File: src/rtl/tx_axis_arbiter.sv
// Round-robin arbiter that merges N AXI-Stream requesters onto one MAC transmit
// stream, locking the grant for a whole frame and counting completed and aborted frames.
module tx_axis_arbiter #(
  parameter int unsigned N_PORTS   = 4,
  parameter int unsigned CNT_WIDTH = 16
) (
  input  logic                         clk,
  input  logic                         reset,
  input  logic [N_PORTS*32-1:0]        s_axis_tdata,
  input  logic [N_PORTS*4-1:0]         s_axis_tkeep,
  input  logic [N_PORTS-1:0]           s_axis_tvalid,
  input  logic [N_PORTS-1:0]           s_axis_tlast,
  output logic [N_PORTS-1:0]           s_axis_tready,
  output logic [31:0]                  m00_axis_tdata,
  output logic [3:0]                   m00_axis_tkeep,
  output logic                         m00_axis_tvalid,
  output logic                         m00_axis_tlast,
  input  logic                         m00_axis_tready,
  output logic [$clog2(N_PORTS)-1:0]   grant_idx,
  output logic                         busy,
  output logic [CNT_WIDTH-1:0]         frame_count,
  output logic [CNT_WIDTH-1:0]         abort_count
);

  localparam int unsigned GW = $clog2(N_PORTS);

  localparam logic [0:0] IDLE   = 1'b0;
  localparam logic [0:0] LOCKED = 1'b1;

  logic [0:0]    state;
  logic [GW-1:0] last_grant;
  logic [GW-1:0] winner;
  logic          found;
  logic          g_valid;
  logic          g_last;

  assign g_valid = s_axis_tvalid[grant_idx];
  assign g_last  = s_axis_tlast[grant_idx];
  assign busy    = (state == LOCKED);

  // Search upward from last_grant+1 with wrap; last_grant itself is visited last.
  always_comb begin
    winner = last_grant;
    found  = 1'b0;
    for (int unsigned k = 1; k <= N_PORTS; k++) begin
      logic [GW-1:0] cand;
      cand = GW'((32'(last_grant) + k) % N_PORTS);
      if (!found && s_axis_tvalid[cand]) begin
        winner = cand;
        found  = 1'b1;
      end
    end
  end

  always_comb begin
    m00_axis_tdata  = '0;
    m00_axis_tkeep  = '0;
    m00_axis_tvalid = 1'b0;
    m00_axis_tlast  = 1'b0;
    s_axis_tready   = '0;
    if (state == LOCKED) begin
      m00_axis_tdata           = s_axis_tdata[32*grant_idx +: 32];
      m00_axis_tkeep           = s_axis_tkeep[4*grant_idx +: 4];
      m00_axis_tvalid          = g_valid;
      m00_axis_tlast           = g_last;
      s_axis_tready[grant_idx] = m00_axis_tready;
    end
  end

  always_ff @(posedge clk) begin
    if (reset) begin
      state       <= IDLE;
      grant_idx   <= '0;
      last_grant  <= GW'(N_PORTS - 1);
      frame_count <= '0;
      abort_count <= '0;
    end else begin
      case (state)
        IDLE: begin
          if (|s_axis_tvalid) begin
            grant_idx <= winner;
            state     <= LOCKED;
          end
        end
        LOCKED: begin
          // A valid gap inside a frame is an abort, even while the MAC stalls.
          if (!g_valid) begin
            if (abort_count != '1) abort_count <= abort_count + 1'b1;
            last_grant <= grant_idx;
            state      <= IDLE;
          end else if (m00_axis_tready && g_last) begin
            if (frame_count != '1) frame_count <= frame_count + 1'b1;
            last_grant <= grant_idx;
            state      <= IDLE;
          end
        end
        default: state <= IDLE;
      endcase
    end
  end

endmodule

File: config.mk
export PLATFORM = sky130hd
export DESIGN_NAME = tx_axis_arbiter
export DESIGN_NICKNAME = d
export VERILOG_FILES = /design/src/rtl/tx_axis_arbiter.sv
export SDC_FILE = /design/constraint.sdc
export NUM_CORES = 1
export LEC_CHECK = 0
export ABC_CLOCK_PERIOD_IN_PS = 2800
export BUFFER_PORTS_ARGS = -buffer_cell sky130_fd_sc_hd__buf_2
export CAP_MARGIN = 20
export CORE_ASPECT_RATIO = 0.5
export CORE_MARGIN = 4
export CORE_UTILIZATION = 42
export DETAILED_ROUTE_END_ITERATION = 7
export PLACE_DENSITY_LB_ADDON = 0.2
export SLEW_MARGIN = 40
export SYNTH_ARGS = -nofsm -noshare
export SYNTH_HDL_FRONTEND = slang
export SYNTH_SLANG_ARGS = --single-unit
File: constraint.sdc
create_clock -name clk -period 2.8 [get_ports clk]
set_clock_uncertainty 0.1 [all_clocks]
set_input_delay 0.42 -clock clk [delete_from_list [all_inputs] [get_ports clk]]
set_output_delay 0.42 -clock clk [all_outputs]
set_load 0.1 [all_outputs]
==> results.sh <==
export IMPL_yosys_top_cells_count="sky130_fd_sc_hd__and2_1 (39), sky130_fd_sc_hd__mux4_2 (38), sky130_fd_sc_hd__dfxtp_1 (37), sky130_fd_sc_hd__nor2_1 (37), sky130_fd_sc_hd__xnor2_1 (22)"
export IMPL_endpoint_kind="output pin"
export IMPL_detailedPlacementHpwl_um=9230
export IMPL_yosysUniqueCellTypes=50
export IMPL_crit_path_top_delay_cell="sky130_fd_sc_hd__mux4_2"
export IMPL_final_layout_size_suffix_gt1_share_pct=58.3
export IMPL_global_route_usage_total_pct=25.0
export IMPL_synth_xor_xnor_area_share_pct=6.35
export IMPL_whs_ns=0.351
export IMPL_area_delta_synth_final_pct=47.3
export IMPL_pwr_density_cell_nw_per_um2=536
export IMPL_grt_start_max_net_pins=50
export IMPL_vias_in_the_first_global_route=3632
export IMPL_grt_overflow=0
export IMPL_fillerInstances=644
export IMPL_leakage_nw=2.13
export IMPL_worstSetupStartpointType="flip-flop"
export IMPL_avgRoutedWirePerCell_um=17.7
export IMPL_slew_headroom_pct=64.6
export IMPL_synth_most_common_cell="sky130_fd_sc_hd__and2_1"
export IMPL_routed_via_count_divided_by_cell_count=5.47
export IMPL_yosysWarningCount=0
export IMPL_finalWorstSetupSlack_ns=0.202
export IMPL_antenna_found_initial=3
export IMPL_grt_setup_unrepaired="no"
export IMPL_multiInputGateArea_um2=2310
export IMPL_timing_final_crit_share_pct=92.8
export IMPL_cp_data_required_time_ns=2.28
export IMPL_synth_async_sr_flop_share_pct=0
export IMPL_max_cap_violations=0
export IMPL_dpl_instance_area_um2=4490
export IMPL_placement_rows=22
export IMPL_synth_top_cells_by_area="sky130_fd_sc_hd__mux4_2 (27%), sky130_fd_sc_hd__dfxtp_1 (23%), sky130_fd_sc_hd__and2_1 (7.7%), sky130_fd_sc_hd__xnor2_1 (6.1%), sky130_fd_sc_hd__nor2_1 (4.4%)"
export IMPL_die_w_um=131
export IMPL_critical_path_top_delay_family="buffers and inverters"
export IMPL_combinational_family_with_the_most_area_after_synthesis="multiplexers"
export IMPL_post_route_util_pct=63.8
export IMPL_routed_via_count=3471
export IMPL_hold_buffers=0
export IMPL_clkSlewWorstSetupHoldPaths_ns=0.06
export IMPL_worst_path_largest_cell_delay_ns=0.56
export IMPL_cp_num_buf_inv=2
export IMPL_nets_in_the_synthesized_netlist=477
export IMPL_starting_utilization_of_the_core_area_pct=43.3
export IMPL_sequential_cell_area_um2=744
export IMPL_antenna_violating_nets_post_route=0
export IMPL_drt_total_wl_um=11200
export IMPL_avgSynthCellArea_um2=9.91
export IMPL_timing_critical_path_arrival_ns=2.08
export IMPL_floorplan_die_area_um2=9090
export IMPL_insertion_delay_ns=0.29
export IMPL_number_of_enable_flip_flop_cells_after_synthesis=0
export IMPL_first_pass_iters=4
export IMPL_clock_tree_buffer_depth=2
export IMPL_fmaxAchievable_mhz=385
export IMPL_worstHoldPathType="in -> reg"
export IMPL_number_of_i_o_pins=232
export IMPL_postSynthCellCount=320
export IMPL_place_port_buffers=231
export IMPL_timing_critical_path_fanout_max=19
export IMPL_syn_cell_area_um2=3170
export IMPL_diodes=0
export IMPL_period_needed_ns=2.60
export IMPL_drc_errors=0
export IMPL_postSynthRegisterBits=37
export IMPL_vdd_ir_drop_worst_mv=0.339
export IMPL_die_h_um=69.5
export IMPL_setup_viol=0
export IMPL_nets=695
export IMPL_max_slew_worst_pin_slew_ns=0.527
export IMPL_timing_max_transition_violations_final=0
export IMPL_synth_simple_gate_area_share_pct=27.9
export IMPL_tritoncts_num_buffers=5
export IMPL_cp_cell_sequence="buf_4 -> mux4_2 -> and2_1 -> buf_2"
export IMPL_synth_ff_type="sky130_fd_sc_hd__dfxtp_1"
export IMPL_post_cts_resized=0
export IMPL_tritoncts="done"
export IMPL_synth_largest_area_cell="sky130_fd_sc_hd__mux4_2"
export IMPL_finalWeightedCongestion=0.923
export IMPL_tns_ns=0
export IMPL_yosys_area_share_adder_pct=0.789
export IMPL_synth_compound_area_share_pct=8.36
export IMPL_status="completed"
export IMPL_worst_setup_path_class="reg -> out"
export IMPL_synth_area_mux_share_pct=28.0
export IMPL_final_cell_area_um2=4670
export IMPL_clock_tree_htree_level_count=2
export IMPL_fin_cells=635
export IMPL_grt_pass1_wl_um=18300
export IMPL_hold_viol=0
export IMPL_synth_seq_area_share_pct=23.4
export IMPL_power_total_mw=2.50
export IMPL_detailedRoute_firstIterationViolations=148
export IMPL_clock_sink_count=37
export IMPL_placeableCoreArea_um2=7320
export IMPL_dp_cells=627
export IMPL_synthDominantCellAreaShare_pct=27.0
export IMPL_dpl_worst_slack_ns=0.487
export IMPL_cts_root_buffer="sky130_fd_sc_hd__clkbuf_16"
export IMPL_cts_repair_timing_setup_buffer_count=0
==> kinds of logic after synthesis <==
family / count (synthesis)
buffers and inverters: 37
multiplexers: 41
XOR/XNOR: 23
AO/OA/AOI/OAI: 35
adder cells (fa/ha/maj): 2
flip-flops: 37
AND/OR/NAND/NOR: 145
==> layout by cell type (no fill, tap or decap), drive strengths merged, types with 7 or more instances in the layout <==
cell type and n:
nand2 11, and2 39, buf 239, a211oi 7, inv 9, and4 7, dfxtp 37, nor2 37
nor4 11, xnor2 22, mux4 38, nand3 9
==> layer usage <==
| metal | track usage [%] | wire length (µm) | up-vias |
|---|---|---|---|
| met3 | 8.38 | 921 | 32 |
| met5 | 0 | 41 | - |
| met1 | 30.1 | 4410 | 1668 |
| met4 | 9.01 | 276 | 6 |
| met2 | 41.6 | 5600 | 119 |
| li1 | - | - | 1646 |
==> final timing paths <==
path,end,depth (start not counted),slack (ns),startpoint
worst max-delay path,m00_axis_tdata[31],4,0.20,grant_idx[0]
worst min-delay path,frame_count[8],2,0.35,reset
worst max register to register,frame_count[9],5,0.57,grant_idx[1]
worst min register to register,abort_count[7],1,0.43,abort_count[7]
==> layout make-up <==
class | count | area share (%)
Multi-Input combinational cell | 246 | 49.5
Timing Repair Buffer | 239 | 27.5
Sequential cell | 37 | 15.9
Clock buffer | 6 | 2.97
Tap cell | 96 | 2.57
Clock inverter | 2 | 0.804
Inverter | 9 | 0.723
==> flip-flops by register name (all words and copies together) (netlist names) <==
register / cells
busy: 1
last_grant: 2
frame_count: 16
grant_idx: 2
abort_count: 16
==> power breakdown <==
group / switching, mW / internal (mW) / total, mW
combinational: 0.876 / 0.388 / 1.26
sequential: 0.0264 / 0.542 / 0.568
clock: 0.227 / 0.444 / 0.671
(Power assumes the default switching activity.)
